<file path="config.mk">
export PLATFORM = sky130hd
export DESIGN_NAME = ps2_key_matrix
export DESIGN_NICKNAME = d
export VERILOG_FILES = /design/src/rtl/ps2_key_matrix.sv
export SDC_FILE = /design/constraint.sdc
export NUM_CORES = 1
export LEC_CHECK = 0
export BUFFER_PORTS_ARGS = -buffer_cell sky130_fd_sc_hd__buf_2
export CAP_MARGIN = 10
export CORE_MARGIN = 2
export CORE_UTILIZATION = 24
export CTS_CLUSTER_DIAMETER = 60
export DETAILED_ROUTE_END_ITERATION = 12
export SYNTH_ARGS = -nofsm -noshare
export SYNTH_HDL_FRONTEND = slang
export SYNTH_SLANG_ARGS = --single-unit
export TNS_END_PERCENT = 20
</file>
<file path="constraint.sdc">
create_clock -name CLOCK_50 -period 14.6 [get_ports CLOCK_50]
set_clock_uncertainty 0.05 [all_clocks]
set_input_delay 4.38 -clock CLOCK_50 [delete_from_list [all_inputs] [get_ports CLOCK_50]]
set_output_delay 4.38 -clock CLOCK_50 [all_outputs]
set_load 0.01 [all_outputs]
</file>
<file path="src/rtl/ps2_key_matrix.sv">
// ps2_key_matrix: PS/2 scan-code decoder keeping a held-key bitmap for the chord machine
module ps2_key_matrix #(
    parameter int NUM_KEYS       = 18,
    parameter int MAX_VOICES     = 4,
    parameter int MONO           = 0,
    parameter int TIMEOUT_CYCLES = 1000000
) (
    input  logic                            CLOCK_50,
    input  logic                            reset,
    input  logic [7:0]                      received_data,
    input  logic                            received_data_en,
    input  logic                            clear_all,
    output logic [NUM_KEYS-1:0]             key_bus,
    output logic                            key_event,
    output logic [4:0]                      event_index,
    output logic                            event_make,
    output logic [$clog2(NUM_KEYS+1)-1:0]   voice_count,
    output logic                            overflow
);
    localparam int VCW = $clog2(NUM_KEYS + 1);
    localparam int CW  = $clog2(TIMEOUT_CYCLES + 1);
    // index 0 sits in the low byte: A W S E D F T G Y H U J K O L P ; '
    localparam logic [18*8-1:0] KEY_TAB = {8'h52, 8'h4C, 8'h4D, 8'h4B, 8'h44, 8'h42,
                                           8'h3B, 8'h3C, 8'h33, 8'h35, 8'h34, 8'h2C,
                                           8'h2B, 8'h23, 8'h24, 8'h1B, 8'h1D, 8'h1C};

    typedef enum logic [1:0] {S_IDLE, S_BRK, S_EXT, S_EXT_BRK} state_t;

    state_t                state_q, state_d;
    logic [CW-1:0]         cnt_q, cnt_d;
    logic [NUM_KEYS-1:0]   key_bus_q, key_bus_d;
    logic                  key_event_q, key_event_d;
    logic [4:0]            event_index_q, event_index_d;
    logic                  event_make_q, event_make_d;
    logic [VCW-1:0]        voice_count_q, voice_count_d;
    logic                  overflow_q, overflow_d;
    logic                  hit;
    logic [4:0]            idx;

    // map the incoming byte onto a key index; codes beyond NUM_KEYS are not matched
    always_comb begin
        hit = 1'b0;
        idx = '0;
        for (int i = 0; i < NUM_KEYS; i++) begin
            if (received_data == KEY_TAB[i*8 +: 8]) begin
                hit = 1'b1;
                idx = 5'(i);
            end
        end
    end

    // prefix FSM, key bitmap update, event generation and prefix timeout
    always_comb begin
        state_d       = state_q;
        cnt_d         = (state_q == S_IDLE) ? '0 : cnt_q + CW'(1);
        key_bus_d     = key_bus_q;
        key_event_d   = 1'b0;
        event_index_d = event_index_q;
        event_make_d  = event_make_q;
        overflow_d    = overflow_q;
        if (clear_all) begin
            key_bus_d = '0;
            state_d   = S_IDLE;
            cnt_d     = '0;
        end else if (received_data_en) begin
            cnt_d = '0;
            case (state_q)
                S_IDLE: begin
                    if (received_data == 8'hF0) state_d = S_BRK;
                    else if (received_data == 8'hE0) state_d = S_EXT;
                    else if (received_data == 8'hAA) key_bus_d = '0;
                    else if (hit && !key_bus_q[idx]) begin
                        if (MONO != 0 || voice_count_q < VCW'(MAX_VOICES)) begin
                            if (MONO != 0) key_bus_d = '0;
                            key_bus_d[idx] = 1'b1;
                            key_event_d    = 1'b1;
                            event_index_d  = idx;
                            event_make_d   = 1'b1;
                        end else begin
                            overflow_d = 1'b1;
                        end
                    end
                end
                S_BRK: begin
                    state_d = S_IDLE;
                    if (hit && key_bus_q[idx]) begin
                        key_bus_d[idx] = 1'b0;
                        key_event_d    = 1'b1;
                        event_index_d  = idx;
                        event_make_d   = 1'b0;
                    end
                end
                S_EXT:   state_d = (received_data == 8'hF0) ? S_EXT_BRK : S_IDLE;
                default: state_d = S_IDLE;
            endcase
        end else if (state_q != S_IDLE && cnt_q == CW'(TIMEOUT_CYCLES - 1)) begin
            state_d = S_IDLE;
            cnt_d   = '0;
        end
        voice_count_d = '0;
        for (int i = 0; i < NUM_KEYS; i++) voice_count_d = voice_count_d + VCW'(key_bus_d[i]);
    end

    // state registers, all cleared by the asynchronous reset
    always_ff @(posedge CLOCK_50 or posedge reset) begin
        if (reset) begin
            state_q       <= S_IDLE;
            cnt_q         <= '0;
            key_bus_q     <= '0;
            key_event_q   <= 1'b0;
            event_index_q <= '0;
            event_make_q  <= 1'b0;
            voice_count_q <= '0;
            overflow_q    <= 1'b0;
        end else begin
            state_q       <= state_d;
            cnt_q         <= cnt_d;
            key_bus_q     <= key_bus_d;
            key_event_q   <= key_event_d;
            event_index_q <= event_index_d;
            event_make_q  <= event_make_d;
            voice_count_q <= voice_count_d;
            overflow_q    <= overflow_d;
        end
    end

    assign key_bus     = key_bus_q;
    assign key_event   = key_event_q;
    assign event_index = event_index_q;
    assign event_make  = event_make_q;
    assign voice_count = voice_count_q;
    assign overflow    = overflow_q;
endmodule

</file>
# Word level (Yosys, flattened, before mapping)
# Index checks and enable logic that the tools add are counted.
# W data, S select, Z words.
[totals]
ff_bits = 53
inputBits = 12
out_inout_bits = 31
[classes]
addsub = 18
order_cmp = 3
n_eq_ne = 31
mux = 82
bitwise = 8
n_reduce_logical = 12
[op_table]
columns = ["cell", "n"]
rows = [
  ["$mux W18", 8],
  ["$mux W5", 22],
  ["$mux W20", 4],
  ["$eq A8 B6 Y1 const B", 9],
  ["$add A5 B1 Y5", 13],
  ["$eq A8 B7 Y1 const B", 6],
  ["$pmux W18 S2", 1],
  ["$mux W1", 35],
  ["$eq A8 B5 Y1 const B", 3],
  ["$eq A8 B8 Y1 const B", 3],
  ["$add A20 B1 Y20 const B", 1],
  ["$eq A20 B20 Y1 const B", 1],
  ["$and A18 B18 Y18", 1],
  ["$not A18 Y18", 1],
  ["$or A18 B18 Y18", 1],
  ["$mux W2", 6],
  ["$pmux W5 S2", 1],
  ["$reduce_and A9 Y1", 1],
  ["$ne A2 B2 Y1 const B", 4],
  ["$reduce_and A8 Y1", 1],
  ["$lt A5 B6 Y1 const B", 1],
  ["$add A4 B1 Y5", 1],
  ["$bmux W1 S5", 1],
  ["$demux W1 S5", 1],
  ["other kinds (18)", 28],
]

# Depth between registers and ports, before layout
# Gate-level depths: netlist of run 1.
[logic_depth]
ltp_word = 48
ltp_mapped = 25
mapped_depth_nobuf = 22

# Least setup slack after synthesis of run 1
# No wires, ideal clock.
[synth_timing]
kind = "in2reg"
start = "in received_data[3]"
end = "reg voice_count_q[4], in the netlist voice_count[4]"
setup_ns = 0.118
arrival_time_ns = 10.267
slack_ns = 4.165
path_stages = 22
cell_sequence = "buf_2 -> xnor2_2 -> nand2b_1 -> or3_1 -> a31oi_2 -> mux4_1 -> a22oi_1 -> nand4_1 -> a31oi_1 -> buf_2 -> a211oi_1 -> o22a_1 -> fa_1 -> fa_1 -> fa_1 -> fa_1 -> inv_1 -> fa_1 -> ha_1 -> fa_1 -> a21o_1 -> a21o_1"
[synth_via]
elab_chain_len = 48
word_cells_on_any_way = 95
classes_between = "add/sub: 17; order compare: 2; eq/ne: 21; mux: 48; bitwise: 3; reduce/logical: 4"
[synth_lines]
columns = ["item", "line", "text"]
rows = [
  ["from (decl)", "10", "input logic [7:0] received_data,"],
  ["$eq A8 B5 Y1", "45", "if (received_data == KEY_TAB[i*8 +: 8]) begin"],
  ["$mux W1", "45", ""],
  ["$mux W5 (16 in series)", "45", ""],
  ["$lt A5 B6 Y1 (implied by the code) or $ge A5 B1 Y1 (tied branches)", "75, 87", ""],
  ["$logic_and A1 B1 Y1 (implied by the code)", "75, 87", ""],
  ["$mux W1 (implied by the code)", "75, 87", ""],
  ["$demux W1 S5", "75, 87", ""],
  ["$or A18 B18 Y18 (no source line)", "-", ""],
  ["(+7 left out)", "-", ""],
  ["$mux W18 *", "61", "if (clear_all) begin"],
  ["$add A1 B1 Y2", "101", "for (int i = 0; i < NUM_KEYS; i++) voice_count_d = voice_count_d + VCW'(key_bus_d[i]);"],
  ["$add A2 B1 Y3", "101", ""],
  ["$add A3 B1 Y4", "101", ""],
  ["$add A4 B1 Y5", "101", ""],
  ["$add A5 B1 Y5 (12 in series)", "101", ""],
  ["$add A5 B1 Y5 *", "101", ""],
  ["via voice_count_d[4]", "35", "logic [VCW-1:0] voice_count_q, voice_count_d;"],
  ["to (signal assigned)", "122", "voice_count_q <= voice_count_d;"],
  ["to (decl)", "35", ""],
]
# Mark *: on every way through the listed nets, which the timed path passes. The rest lies on a longest branch. The select of a mux whose other input is x is not followed.
# A chain may end at the register's enable or synchronous reset.

# Final worst setup path of run 1
[layout_timing]
start = "in received_data[0]"
end = "reg voice_count_q[4], in the netlist voice_count[4]"
# Same word-level chain as after synthesis.

==> results of run 1 <==
## worst min-delay path by stage
stage	from	to	slack (ns)	depth (start not counted)
floorplan	cnt_q[0]	cnt_q[0]	0.40	1
global placement	cnt_q[0]	cnt_q[0]	0.43	1
detailed placement	event_index[2]	event_index[2]	0.43	1
CTS	cnt_q[0]	cnt_q[0]	0.44	1
global route	cnt_q[0]	cnt_q[0]	0.47	1
finish	cnt_q[0]	cnt_q[0]	0.44	1
## sequential cells by signal (all words and copies together), names as in the netlist
signal and count:
cnt_q 20, key_bus 18, event_index 5, voice_count 5
state_q 2, event_make 1, key_event 1, overflow 1
## metrics by stage
stage	util, %	setup slack (ns)
2_1_floorplan	-	4.17
4_1_cts	27.9	3.06
6_report	27.9	2.99
3_5_place_dp	26.9	2.79
3_3_place_gp	26.9	2.98
5_1_grt	27.9	2.64
## metal layers
layer  GRT usage (%)  vias to the layer above
met5               0                        -
met4            3.48                        0
met3            2.17                       19
met2            19.7                      138
met1            18.8                     1687
li1                -                     1574
## synthesized netlist by cell type (3+ instances only)
cell type  instances  area [µm²]
nor2b_1            4        25.0
nor4b_1            5        43.8
o21ai_0           14        70.1
and3_1             7        43.8
a21boi_0           7        52.6
or3_1              3        18.8
a21o_1             3        22.5
dfrtp_1           53        1330
nand4_1            9        56.3
inv_1             17        63.8
nor4_1             4        25.0
nand3_1           17        85.1
a211o_1            5        43.8
ha_1               9         113
a21oi_1            7        35.0
nor4bb_1           4        40.0
buf_1              4        15.0
o211ai_1          11        82.6
nor2_1            55         206
nor3_1            17        85.1
mux2i_1            4        40.0
xnor2_1           11        96.3
a31oi_1            4        25.0
nand2b_1           7        43.8
xor2_1            10        87.6
a31o_2             3        26.3
buf_2              9        45.0
fa_1              12         240
a211oi_1           4        30.0
nand2_1           44         165
clkbuf_1           6        22.5
mux2_2             4        45.0
## power by group
group	total [W]	internal [W]	leakage, nW	switching [W]
Sequential	0.000150	0.000149	0.732	0.00000171
Combinational	0.0000337	0.0000109	1.15	0.0000229
Clock	0.000127	0.0000658	0.0767	0.0000611
Total	0.000311	0.000225	1.96	0.0000857
## worst register-to-register path, delay by kind of cell, from the launching register on
kind | cells | cell delay [ns]
AO/OA/AOI/OAI | 6 | 2.01
adder cells (fa/ha/maj) | 7 | 3.09
buffers and inverters | 1 | 0.05
flip-flops | 1 | 0.40
multiplexers | 1 | 0.59
AND/OR/NAND/NOR | 1 | 0.18
## cells by family (layout without fill, tap and decap cells)
family	Yosys count	after routing
flops	53	53
mux	12	12
xor+xnor	22	22
buf+inv	38	69
compound gates	77	77
fa+ha+maj	21	21
simple gates	197	197
## layout make-up
type | count | share of cell area [%]
multi-input combinational | 329 | 53.3
sequential | 53 | 30.3
tap | 216 | 6.17
timing repair buffer | 44 | 5.14
clock buffer | 5 | 2.86
inverter | 17 | 1.46
clock inverter | 3 | 0.772
==> key figures, run 1 <==
GRT
  – GRT Residual Overflow: 0
  – Vias in the first global route: approximately 3200
  – Largest net degree at the start of global routing: 54
  – Overall Global Routing Usage: 12.9%
  – Initial antenna violation count: 0
  – First-pass GRT wire length: approximately 17000 µm

Critical path
  – CP max stage cell: a31oi_1
  – Critical-path cell list: buf_2 > xnor2_2 > nand2b_1 > or3_1 > a31oi_2 > mux4_1 > a22oi_1 > nand4_1 > a31oi_1 > o211ai_1 > a21boi_0 > fa_1 > fa_1 > fa_1 > fa_1 > inv_1 > fa_1 > ha_1 > fa_1 > a21o_1 > a21o_1
  – R2R cell count: 16
  – Critical Path Start Type: primary input
  – CP Depth: 21
  – Worst reg2reg endpoint: voice_count[4]
  – Worst path bufs/invs: 2
  – R2r startpoint: key_bus[7]
  – Slowest cell delay on critical path: 0.93 ns
  – Reg-to-reg slack, setup: roughly 8.1 ns
  – Critical path launch point: received_data[0]
  – CP required: ~15 ns
  – Critical path type: primary input to register
  – Crit Path Max Fanout: 22
  – CP Capture Type: register
  – Arrival @ worst endpoint: 11.76 ns
  – Delay-heaviest family, CP: adder cells
  – CP endpoint: voice_count[4]
  – Most frequent CP cell: fa_1

Clock network
  – Clock tree sinks: 53
  – H-Tree Depth: 2
  – CTS tree: built
  – Hold-fix buffers, CTS: 0
  – Clock latency on the worst-skew pair: roughly 0.30 ns
  – Max Buffers Root-to-Sink: 2
  – Clk root buf: clkbuf_16
  – Post-CTS Setup Bufs: 0
  – # resized after CTS: 0
  – Worst-path clk slew: 0.08 ns
  – Num CTS Buffers: 5

Placement
  – Inst Count DP: 659
  – Post-Place Cell Area: 4220 µm²
  – Routability cong.: 0.906
  – PortBufs: 42
  – Hpwl dp: 7990 µm

Logic synthesis
  – Top FF cell, synth: dfrtp_1
  – Synth Cell Area: 3820 µm²
  – Largest family of logic cells by synthesized area: simple AND/OR/NAND/NOR gates
  – Ys async rst share: 100%
  – Fraction of the mapped netlist area in adder cells: 9.22%
  – Post-synthesis mux area share: around 4.2%
  – Syn Area/Cell: roughly 9.1 µm²
  – Syn. warnings: 0
  – Syn_nets: 453
  – Seq/Total Area, Yosys: 34.7%
  – EDFF count, synth: 0
  – Synth Area in Simple Gates: ~27%
  – Post-synthesis xor/xnor area fraction: 5.23%
  – Compound-Gate Fraction of Synth Area: 14.9%
  – Gate Count Post-Synth: 420
  – Post-synthesis register bit count: 53
  – Synth cell types: between 70 and 80

Final layout
  – Layout area overhead: 14.5%
  – FILL cells: ~1700
  – Most frequent cells in the layout: nor2_1, dfrtp_1, nand2_1
  – Finished Cell Area: between 4000 and 5000 µm²
  – Fin cells: 667
  – FF+latch area: ~1300 µm²
  – Commonest non-fill, non-tap cell in the layout: nor2_1
  – Antenna diodes: 0
  – Area of the multi-input gates: 2330 µm²
  – Share of post-route cells with drive strength above 1: 16.2%
  – Final net count: about 480

Drt
  – Met1 wire length: 4790 µm
  – DR vias/cell: 5.12
  – Residual DRC: 0
  – Detailed-route wire length per cell: 15.9 µm
  – First-pass iteration count of the detailed router: 6
  – Top layer in use: met4
  – Vias: 3418
  – Wire length on met3: just over 700 µm
  – WL met2: 4930 µm
  – Post-route ant nets: 0
  – Starting DRC count in detailed routing: 327
  – Post-Route WL: 10600 µm

Timing
  – RSZ-0062 raised after global routing: no
  – Final hold vios: 0
  – Final min period: 11.61 ns
  – Tightest Pin Transition: approximately 1.1 ns
  – Period utilisation layout: 79.5%
  – Slew headroom: 25.4%
  – Setup tns final: 0 ns
  – Setup violators final: 0
  – Max-slew violations: 0
  – Hold WS: 0.436 ns
  – Fmax: 86.1 MHz

Pwr
  – Total power: 0.000311 W
  – Leakage power: between 1.5 and 2 nW
  – Pwr/cell area: just over 70 nW/µm²
  – Maximum VDD drop: 0.0000511 V

Die
  – Die area: 17000 µm²
  – Initial Util: roughly a quarter
  – Site Rows: 46
  – DIE WIDTH: roughly 130 µm
  – Core Box Area: 15700 µm²
  – Die H: 130 µm
  – Io pins: 43

Job
  – Max-cap viol count: 0

Status
  – Status: completed

Hold path
  – Worst Hold Class: register to register
Note: power is estimated with default switching activity, not from simulation.
==> run 2: changes to the inputs <==
--- a/config.mk
+++ b/config.mk
@@ -5,6 +5,7 @@
 export SDC_FILE = /design/constraint.sdc
 export NUM_CORES = 1
 export LEC_CHECK = 0
+export ABC_AREA = 1
 export BUFFER_PORTS_ARGS = -buffer_cell sky130_fd_sc_hd__buf_2
 export CAP_MARGIN = 10
 export CORE_MARGIN = 2
==> constraint.sdc (replaced) <==
create_clock -name CLOCK_50 -period 12 [get_ports CLOCK_50]
set_clock_uncertainty 0.05 [all_clocks]
set_input_delay 3.6 -clock CLOCK_50 [delete_from_list [all_inputs] [get_ports CLOCK_50]]
set_output_delay 3.6 -clock CLOCK_50 [all_outputs]
set_load 0.01 [all_outputs]
==> key figures, run 2 <==
Status
  – Status: completed

Die
  – Initial Util: 24.6%
  – Die H: 131 µm
  – Core Box Area: approximately 16000 µm²
  – Io pins: 43
  – Site Rows: 46
  – Die area: 17300 µm²
  – DIE WIDTH: between 100 and 150 µm

Critical path
  – Slowest cell delay on critical path: 0.49 ns
  – CP required: 12.12 ns
  – CP max stage cell: fa_1
  – CP Capture Type: register
  – Critical Path Start Type: primary input
  – Arrival @ worst endpoint: 9.19 ns
  – Most frequent CP cell: nand2_1
  – Crit Path Max Fanout: 13
  – Critical path type: primary input to register

Drt
  – DR vias/cell: 4.47
  – Post-Route WL: 10700 µm
  – Residual DRC: 0
  – Starting DRC count in detailed routing: about 280
  – Vias: around 3500
  – First-pass iteration count of the detailed router: 5
  – Post-route ant nets: 0
  – Detailed-route wire length per cell: 13.5 µm

Pwr
  – Net Sw Power: 0.000179 W
  – Maximum VDD drop: 0.0000582 V
  – Comb pwr share: about 30%
  – Flop pwr share: 41.2%
  – Net Sw Frac: 35.4%
  – P_int: between 0.0003 and 0.0004 W
  – Leakage power: 2.24 nW
  – Pwr/cell area: 113 nW/µm²
  – Clk pwr share: 28.5%

GRT
  – Largest net degree at the start of global routing: 54
  – First-pass GRT wire length: 17600 µm
  – Initial antenna violation count: 0
  – Vias in the first global route: between 3000 and 4000
  – GRT Residual Overflow: 0
  – Overall Global Routing Usage: roughly 13%

Logic synthesis
  – Syn_nets: between 500 and 600
  – Post-synth top area cell: dfrtp_1
  – Syn Area/Cell: 7.33 µm²
  – Seq/Total Area, Yosys: between 30% and 40%
  – Largest cells by area after synthesis: dfrtp_1, nand2_1, inv_1, fa_1, nand3_1
  – Synth cell types: 39
  – Top FF cell, synth: dfrtp_1
  – Syn. warnings: 0
  – Post-synthesis register bit count: 53
  – Synth Cell Area: 3900 µm²
  – EDFF count, synth: 0
  – Gate Count Post-Synth: 532
  – Ys async rst share: 100%
  – Share of the synthesized area in the top cell type: 34.0%
  – Most numerous cell in the Yosys netlist: nand2_1
  – Synth top cells by count: nand2_1, inv_1, dfrtp_1

Final layout
  – Finished Cell Area: 4500 µm²
  – Final net count: 607
  – Layout area overhead: 15.5%
  – FILL cells: approximately 1800
  – Most frequent cells in the layout: nand2_1, inv_1, dfrtp_1
  – Largest register FFs: 20
  – Top reg by flops: cnt_q
  – Share of post-route cells with drive strength above 1: 15.8%
  – Antenna diodes: 0
  – Final core utilization: 28.4%
  – Commonest non-fill, non-tap cell in the layout: nand2_1

Clock network
  – Clock tree sinks: 53
  – Hold-fix buffers, CTS: 0
  – Worst-path clk slew: roughly 0.060 ns
  – # resized after CTS: 0
  – H-Tree Depth: 2
  – Post-CTS Setup Bufs: 0
  – Clock latency on the worst-skew pair: 0.29 ns
  – Num CTS Buffers: 5
  – Clk root buf: clkbuf_16
  – CTS tree: built
  – Max Buffers Root-to-Sink: 2

Placement
  – PortBufs: 42
  – Dpl ws: roughly 2.7 ns
  – Hpwl dp: 8510 µm
  – Routability cong.: ~0.90
  – Post-Place Cell Area: between 4000 and 5000 µm²

Timing
  – Final hold vios: 0
  – Setup tns final: 0 ns
  – Worst setup margin: between 2 and 3 ns
  – RSZ-0062 raised after global routing: no
  – Setup violators final: 0
  – Final min period: 9.07 ns
  – Period utilisation layout: 75.6%
  – Fmax: 110 MHz
  – Tightest Pin Transition: 0.937 ns
  – Max-slew violations: 0
  – Slew headroom: 37.3%
  – Hold WS: approximately 0.41 ns

Job
  – Max-cap viol count: 0

Hold path
  – Worst Hold Class: register to register
## run 2: path summary, 6_finish.rpt
| kind | endpoint | slack, ns | depth (start not counted) | from |
|---|---|---|---|---|
| worst max-delay path | voice_count[2] | 2.93 | 30 | received_data[2] |
| worst min-delay path | cnt_q[0] | 0.41 | 1 | cnt_q[0] |
| worst max register to register | voice_count[2] | 5.95 | 17 | voice_count[3] |
| worst min register to register | cnt_q[0] | 0.41 | 1 | cnt_q[0] |
| max in group asynchronous | event_make | 8.03 | 3 | reset |
| min in group asynchronous | cnt_q[4] | 3.43 | 3 | reset |
## run 2: through the flow
step / total power [W] / instances
2_1_floorplan: 0.000314 / 532
3_3_place_gp: 0.000370 / 783
3_5_place_dp: 0.000369 / 783
4_1_cts: 0.000514 / 791
5_1_grt: 0.000547 / 791
6_report: 0.000507 / 791
## run 2: routing by layer
metal | part of all wire [%] | vias up | global-route usage (%) | wire length [µm]
li1 | - | 1798 | - | -
met1 | 48 | 1611 | 17.0 | 5090
met5 | 0 | - | 0 | 0
met2 | 45 | 113 | 20.2 | 4810
met4 | 1.7 | 0 | 3.14 | 185
met3 | 5.4 | 12 | 2.58 | 581
## run 2: cells by family (layout without fill, tap and decap cells)
group | after synthesis | in the layout | share of synthesized area (%)
flip-flops | 53 | 53 | 34.0
adder cells (fa/ha/maj) | 21 | 21 | 9.04
XOR/XNOR | 9 | 9 | 2.02
AND/OR/NAND/NOR | 257 | 257 | 31.7
AO/OA/AOI/OAI | 79 | 79 | 12.2
buffers and inverters | 113 | 156 | 11.1
## run 2: power groups by stage
stage	sequential (W)	clock [W]	combinational, W
final	0.000209	0.000144	0.000154
after floorplan	0.000215	0	0.0000990
after CTS	0.000209	0.000148	0.000157
after detailed placement	0.000213	0	0.000156
after global placement	0.000214	0	0.000156
after global routing	0.000212	0.000155	0.000180
## run 2: area by class of cell
cell class / count / area, µm² / area share [%]
Tap cell: 216 / 270 / 6.00
Inverter: 104 / 390 / 8.67
Clock buffer: 5 / 125 / 2.78
Clock inverter: 3 / 25.0 / 0.556
Timing Repair Buffer: 44 / 225 / 5.00
Multi-Input combinational cell: 366 / 2140 / 47.6
Sequential cell: 53 / 1330 / 29.4
## run 2: critical path: cells and delay by family
kind            cells  cell delay [ns]
buf+inv             6             0.44
compound gates      1             0.31
xor+xnor            1             0.16
simple gates       15             1.72
fa+ha+maj           7             2.93
